==> config.mk <==
export PLATFORM = sky130hd
export DESIGN_NAME = alu_share_arb
export DESIGN_NICKNAME = d
export VERILOG_FILES = /design/src/rtl/alu_share_arb.sv
export SDC_FILE = /design/constraint.sdc
export NUM_CORES = 1
export LEC_CHECK = 0
export ABC_CLOCK_PERIOD_IN_PS = 1800
export BUFFER_PORTS_ARGS = -buffer_cell sky130_fd_sc_hd__buf_2
export CAP_MARGIN = 20
export CORE_AREA = 2 2 123 125
export CTS_BUF_LIST = sky130_fd_sc_hd__clkbuf_16
export DETAILED_ROUTE_END_ITERATION = 16
export DIE_AREA = 0 0 125 127
export GPL_TIMING_DRIVEN = 1
export HOLD_SLACK_MARGIN = 0.05
export SLEW_MARGIN = 20
export SYNTH_ARGS = -nofsm -noshare
export SYNTH_HDL_FRONTEND = slang
export SYNTH_SLANG_ARGS = --single-unit
==> constraint.sdc <==
create_clock -name CLK -period 1.8 [get_ports CLK]
set_clock_uncertainty 0.05 [all_clocks]
set_input_delay 0.45 -clock CLK [delete_from_list [all_inputs] [get_ports CLK]]
set_output_delay 0.45 -clock CLK [all_outputs]
set_load 0.005 [all_outputs]
==> src/rtl/alu_share_arb.sv <==
// alu_share_arb: round-robin arbiter that time-shares one combinational ALU
// between two valid/ready requesters. One operation is in flight at a time;
// the ALU result is captured into a register and returned on the owner's
// response channel.
module alu_share_arb #(
    parameter int BITS  = 32,
    parameter int CBITS = 5
) (
    input  logic             CLK,
    input  logic             RESET_N,
    input  logic             REQ0_VALID,
    output logic             REQ0_READY,
    input  logic [BITS-1:0]  REQ0_A,
    input  logic [BITS-1:0]  REQ0_B,
    input  logic [CBITS-1:0] REQ0_CTL,
    output logic             RSP0_VALID,
    input  logic             RSP0_READY,
    output logic [BITS-1:0]  RSP0_OUT,
    input  logic             REQ1_VALID,
    output logic             REQ1_READY,
    input  logic [BITS-1:0]  REQ1_A,
    input  logic [BITS-1:0]  REQ1_B,
    input  logic [CBITS-1:0] REQ1_CTL,
    output logic             RSP1_VALID,
    input  logic             RSP1_READY,
    output logic [BITS-1:0]  RSP1_OUT,
    output logic [BITS-1:0]  ALU_A,
    output logic [BITS-1:0]  ALU_B,
    output logic [CBITS-1:0] ALU_CTL,
    input  logic [BITS-1:0]  ALU_OUT,
    output logic             BUSY
);

    typedef enum logic {
        IDLE = 1'b0,
        RESP = 1'b1
    } state_t;

    state_t          state_reg, state_next;
    logic            owner_reg, owner_next;
    logic            last_reg,  last_next;
    logic [BITS-1:0] res_reg,   res_next;

    // Grant candidate: a lone requester wins; on a tie the one not served last wins.
    logic grant_valid;
    logic grant_sel;
    assign grant_valid = REQ0_VALID | REQ1_VALID;
    assign grant_sel   = (REQ0_VALID & REQ1_VALID) ? ~last_reg : REQ1_VALID;

    // The held result is presented on both response ports; only the owner's VALID rises.
    assign RSP0_OUT = res_reg;
    assign RSP1_OUT = res_reg;
    assign BUSY     = (state_reg == RESP);

    // Next-state, grant/ready, ALU operand steering and response handshake.
    always_comb begin
        state_next = state_reg;
        owner_next = owner_reg;
        last_next  = last_reg;
        res_next   = res_reg;
        REQ0_READY = 1'b0;
        REQ1_READY = 1'b0;
        RSP0_VALID = 1'b0;
        RSP1_VALID = 1'b0;
        ALU_A      = '0;
        ALU_B      = '0;
        ALU_CTL    = '0;
        case (state_reg)
            IDLE: begin
                if (grant_valid) begin
                    // Granted requester is VALID by construction, so grant == accept.
                    if (grant_sel) begin
                        REQ1_READY = 1'b1;
                        ALU_A      = REQ1_A;
                        ALU_B      = REQ1_B;
                        ALU_CTL    = REQ1_CTL;
                    end else begin
                        REQ0_READY = 1'b1;
                        ALU_A      = REQ0_A;
                        ALU_B      = REQ0_B;
                        ALU_CTL    = REQ0_CTL;
                    end
                    res_next   = ALU_OUT;
                    owner_next = grant_sel;
                    last_next  = grant_sel;
                    state_next = RESP;
                end
            end
            RESP: begin
                if (owner_reg) begin
                    RSP1_VALID = 1'b1;
                    if (RSP1_READY) state_next = IDLE;
                end else begin
                    RSP0_VALID = 1'b1;
                    if (RSP0_READY) state_next = IDLE;
                end
            end
            default: state_next = IDLE;
        endcase
    end

    // State and result registers; reset drops any held result and favours requester 0.
    always_ff @(posedge CLK) begin
        if (!RESET_N) begin
            state_reg <= IDLE;
            owner_reg <= 1'b0;
            last_reg  <= 1'b1;
            res_reg   <= '0;
        end else begin
            state_reg <= state_next;
            owner_reg <= owner_next;
            last_reg  <= last_next;
            res_reg   <= res_next;
        end
    end

endmodule

==> implementation parameters <==
Parameter                              Value

Setup path
  Maximum fanout count along the critical path ... 11
  Critical Path RT ... 1300 ps
  Type of the worst setup path ... reg -> out
  CP Data Arrival Time ... 1550 ps
  Kind of end point of the critical path ... output pin
  Kind of launch point of the worst setup path ... register

Yosys
  Primary FF master, synth ... sky130_fd_sc_hd__dfxtp_1
  Cell type with the largest total area after synthesis ... sky130_fd_sc_hd__dfxtp_1
  Biggest area contributors in the synthesized netlist ... sky130_fd_sc_hd__dfxtp_1 30%, sky130_fd_sc_hd__a22o_1 26%, sky130_fd_sc_hd__buf_4 11%
  Post-synthesis net count ... 451
  Unique cell type count in the Yosys netlist ... 22
  Proportion of register bits with asynchronous set or reset after synthesis ... 0
  Cell with the most instances after synthesis ... sky130_fd_sc_hd__a22o_1
  Top-area cell type share of the netlist area ... 0.305
  Total of warnings raised by yosys ... 0
  Post-Synthesis Mean Instance Area ... 8.37 sq um
  Most frequent cells after synthesis ... 68 x sky130_fd_sc_hd__a22o_1, 35 x sky130_fd_sc_hd__dfxtp_1, 34 x sky130_fd_sc_hd__buf_4, 34 x sky130_fd_sc_hd__nand2_1
  Proportion of synthesized chip area in sequential cells ... 0.305
  Number of storage elements in the synthesis netlist ... 35
  Post-synth EDFFs ... 0
  Cells after Synth ... 275
  Cell area after synthesis ... 2300 sq um

Global routing
  Overflow left after global routing ... 0
  Via count of the first global-routing pass ... 2,960
  Largest net degree at the start of global routing ... 68
  Global-route usage over all layers ... 0.157
  Initial antenna violation count ... 3
  Wire length of the first global-routing pass ... 18,700 um

Placed design
  Placement-stage worst setup slack ... -240 ps
  Area of placed instances ... 3780 sq um
  Count of placed standard cells including taps ... 721
  DPL Wire Length ... 11,300 um
  Final Wtd Congestion ... 1.03
  PortBufs ... 313

STA
  Final Hold Fails ... 0
  Timing-limited maximum frequency ... 0.487 GHz
  Actual transition at the worst max-transition pin ... 268 ps
  Final period util ... 1.14
  Accumulated negative setup slack ... -14,620 ps
  Max-slew headroom at the worst pin ... 0.821
  Setup repair after global routing missed its margin ... true
  Number of max-slew violations in the final report ... 0
  Final Critical Period ... 2050 ps
  Final setup vio count ... 71
  PnR worst setup slack ... -254 ps

Power and ir drop
  Worst IR drop on VDD ... 0.000489 V
  Power Density ... 669 nW/um^2
  Cell leakage power ... 2.35 nW

Detailed routing
  DRT Pass-1 Iters ... 4
  Final routed wirelength across all metal layers ... 14,300 um
  Count of unresolved DRC violations after routing ... 0
  DR vias ... 3,234
  DRT antenna net count ... 0
  Iter 0 DRT Violations ... 163
  Number of vias per cell after detailed routing ... 4.35
  Wire length per cell after detailed routing ... 19.2 um

Job
  Max cap viols ... 0

CTS
  Total clock buffers created by CTS ... 5
  Clock sink total ... 35
  Clock-pin slew on the worst setup and hold paths ... 50 ps
  Depth of the CTS H-tree ... 2
  CTS tree ... built
  Library cell used as clock root buffer ... sky130_fd_sc_hd__clkbuf_16
  Later-pin clock latency in the skew report ... 270 ps
  Longest Clk Path Bufs ... 2

Finish
  Number of nets at the end of the flow ... 731
  Flip-flop count of the largest register, all copies and words added ... 32
  Fin util ... 0.292
  Layout area overhead ... 83.3%
  Post-layout instance count excluding filler cells ... 743
  Fraction of final layout cells with drive strength greater than 1 ... 0.631
  Layout Cell Area excl Fill ... 4220 sq um

Floorplanning
  Overall die area ... 15,900 sq um
  Placeable core area ... 14,400 sq um
  Die Wd ... 125 um
  Die Y-Extent ... 127 um
  I/O pin cnt ... 314
  Effective utilization at floorplan ... 0.160
  Row Count ... 44

Status
  Violations in the final reports ... negative setup slack
  Run status ... finished, violations left

Hold path
  Worst hold-check path type ... in -> reg
[through the flow]
stage	power [mW]	hold WS, ps
after detailed placement	1.88	432
after global placement	1.88	423
after CTS	2.78	351
after global routing	2.99	362
after floorplan	1.40	429
final	2.82	359
[metal layers]
| metal | GRT usage | vias up | share of wire |
|---|---|---|---|
| li1 | - | 1542 | - |
| met1 | 0.160 | 1483 | 0.34 |
| met2 | 0.314 | 187 | 0.55 |
| met3 | 0.0272 | 22 | 0.067 |
| met4 | 0.0634 | 0 | 0.042 |
| met5 | 0 | - | 0 |
[placed cells by master (no fill, tap or decap), types with 2 or more instances in the layout]
cell type	count
sky130_fd_sc_hd__a22o_1	65
sky130_fd_sc_hd__buf_12	6
sky130_fd_sc_hd__clkinv_1	2
sky130_fd_sc_hd__and2_1	2
sky130_fd_sc_hd__clkbuf_16	9
sky130_fd_sc_hd__buf_4	5
sky130_fd_sc_hd__nand2_1	34
sky130_fd_sc_hd__buf_2	312
sky130_fd_sc_hd__dfxtp_1	33
sky130_fd_sc_hd__a22o_4	3
sky130_fd_sc_hd__diode_2	3
sky130_fd_sc_hd__buf_8	2
sky130_fd_sc_hd__nand3_1	32
sky130_fd_sc_hd__buf_16	2
sky130_fd_sc_hd__o21ai_0	32
sky130_fd_sc_hd__buf_6	3
[report_power, final]
| group | switching [mW] | internal [mW] |
|---|---|---|
| registers | 0.0517 | 0.841 |
| logic | 0.515 | 0.603 |
| clock network | 0.309 | 0.502 |
[cells by family after synthesis]
| family | after synthesis | synth area share |
|---|---|---|
| compound gates | 106 | 0.356 |
| mux | 1 | 0.00435 |
| simple gates | 70 | 0.135 |
| flops | 35 | 0.305 |
| buf+inv | 63 | 0.200 |
[critical path, stage by stage (launching register included)]
cell	delay [ps]
sky130_fd_sc_hd__dfxtp_2	340
sky130_fd_sc_hd__o211a_4	340
sky130_fd_sc_hd__buf_12	180
sky130_fd_sc_hd__a22o_1	260
sky130_fd_sc_hd__buf_2	140
[final timing paths]
| check | slack, ps | startpoint | to | cells past startpoint |
|---|---|---|---|---|
| min | 360 | ALU_OUT[21] | RSP0_OUT[21] | 3 |
| max | -250 | last_reg | ALU_B[26] | 4 |
| max reg2reg | 460 | BUSY | owner_reg | 5 |
| min reg2reg | 430 | RSP0_OUT[6] | RSP0_OUT[6] | 2 |
[what timing repair did]
| action | 4_1_cts | 5_1_grt |
|---|---|---|
| resized for setup | 11 | 11 |
| buffers inserted | 3 | 0 |
| hold buffers | 0 | 0 |
| gates cloned | 2 | 6 |
| setup endpoints to repair | 71 | 71 |
| pin swaps | 4 | 2 |
[layout make-up]
class | count | area [sq um]
tap | 184 | 230
fill | 1624 | 10200
multi-input combinational | 177 | 1180
timing repair buffer | 334 | 1940
clock inverter | 3 | 15.0
inverter | 2 | 10.0
clock buffer | 5 | 125
sequential | 35 | 706
antenna | 3 | 7.51
(Power assumes the default switching activity.)
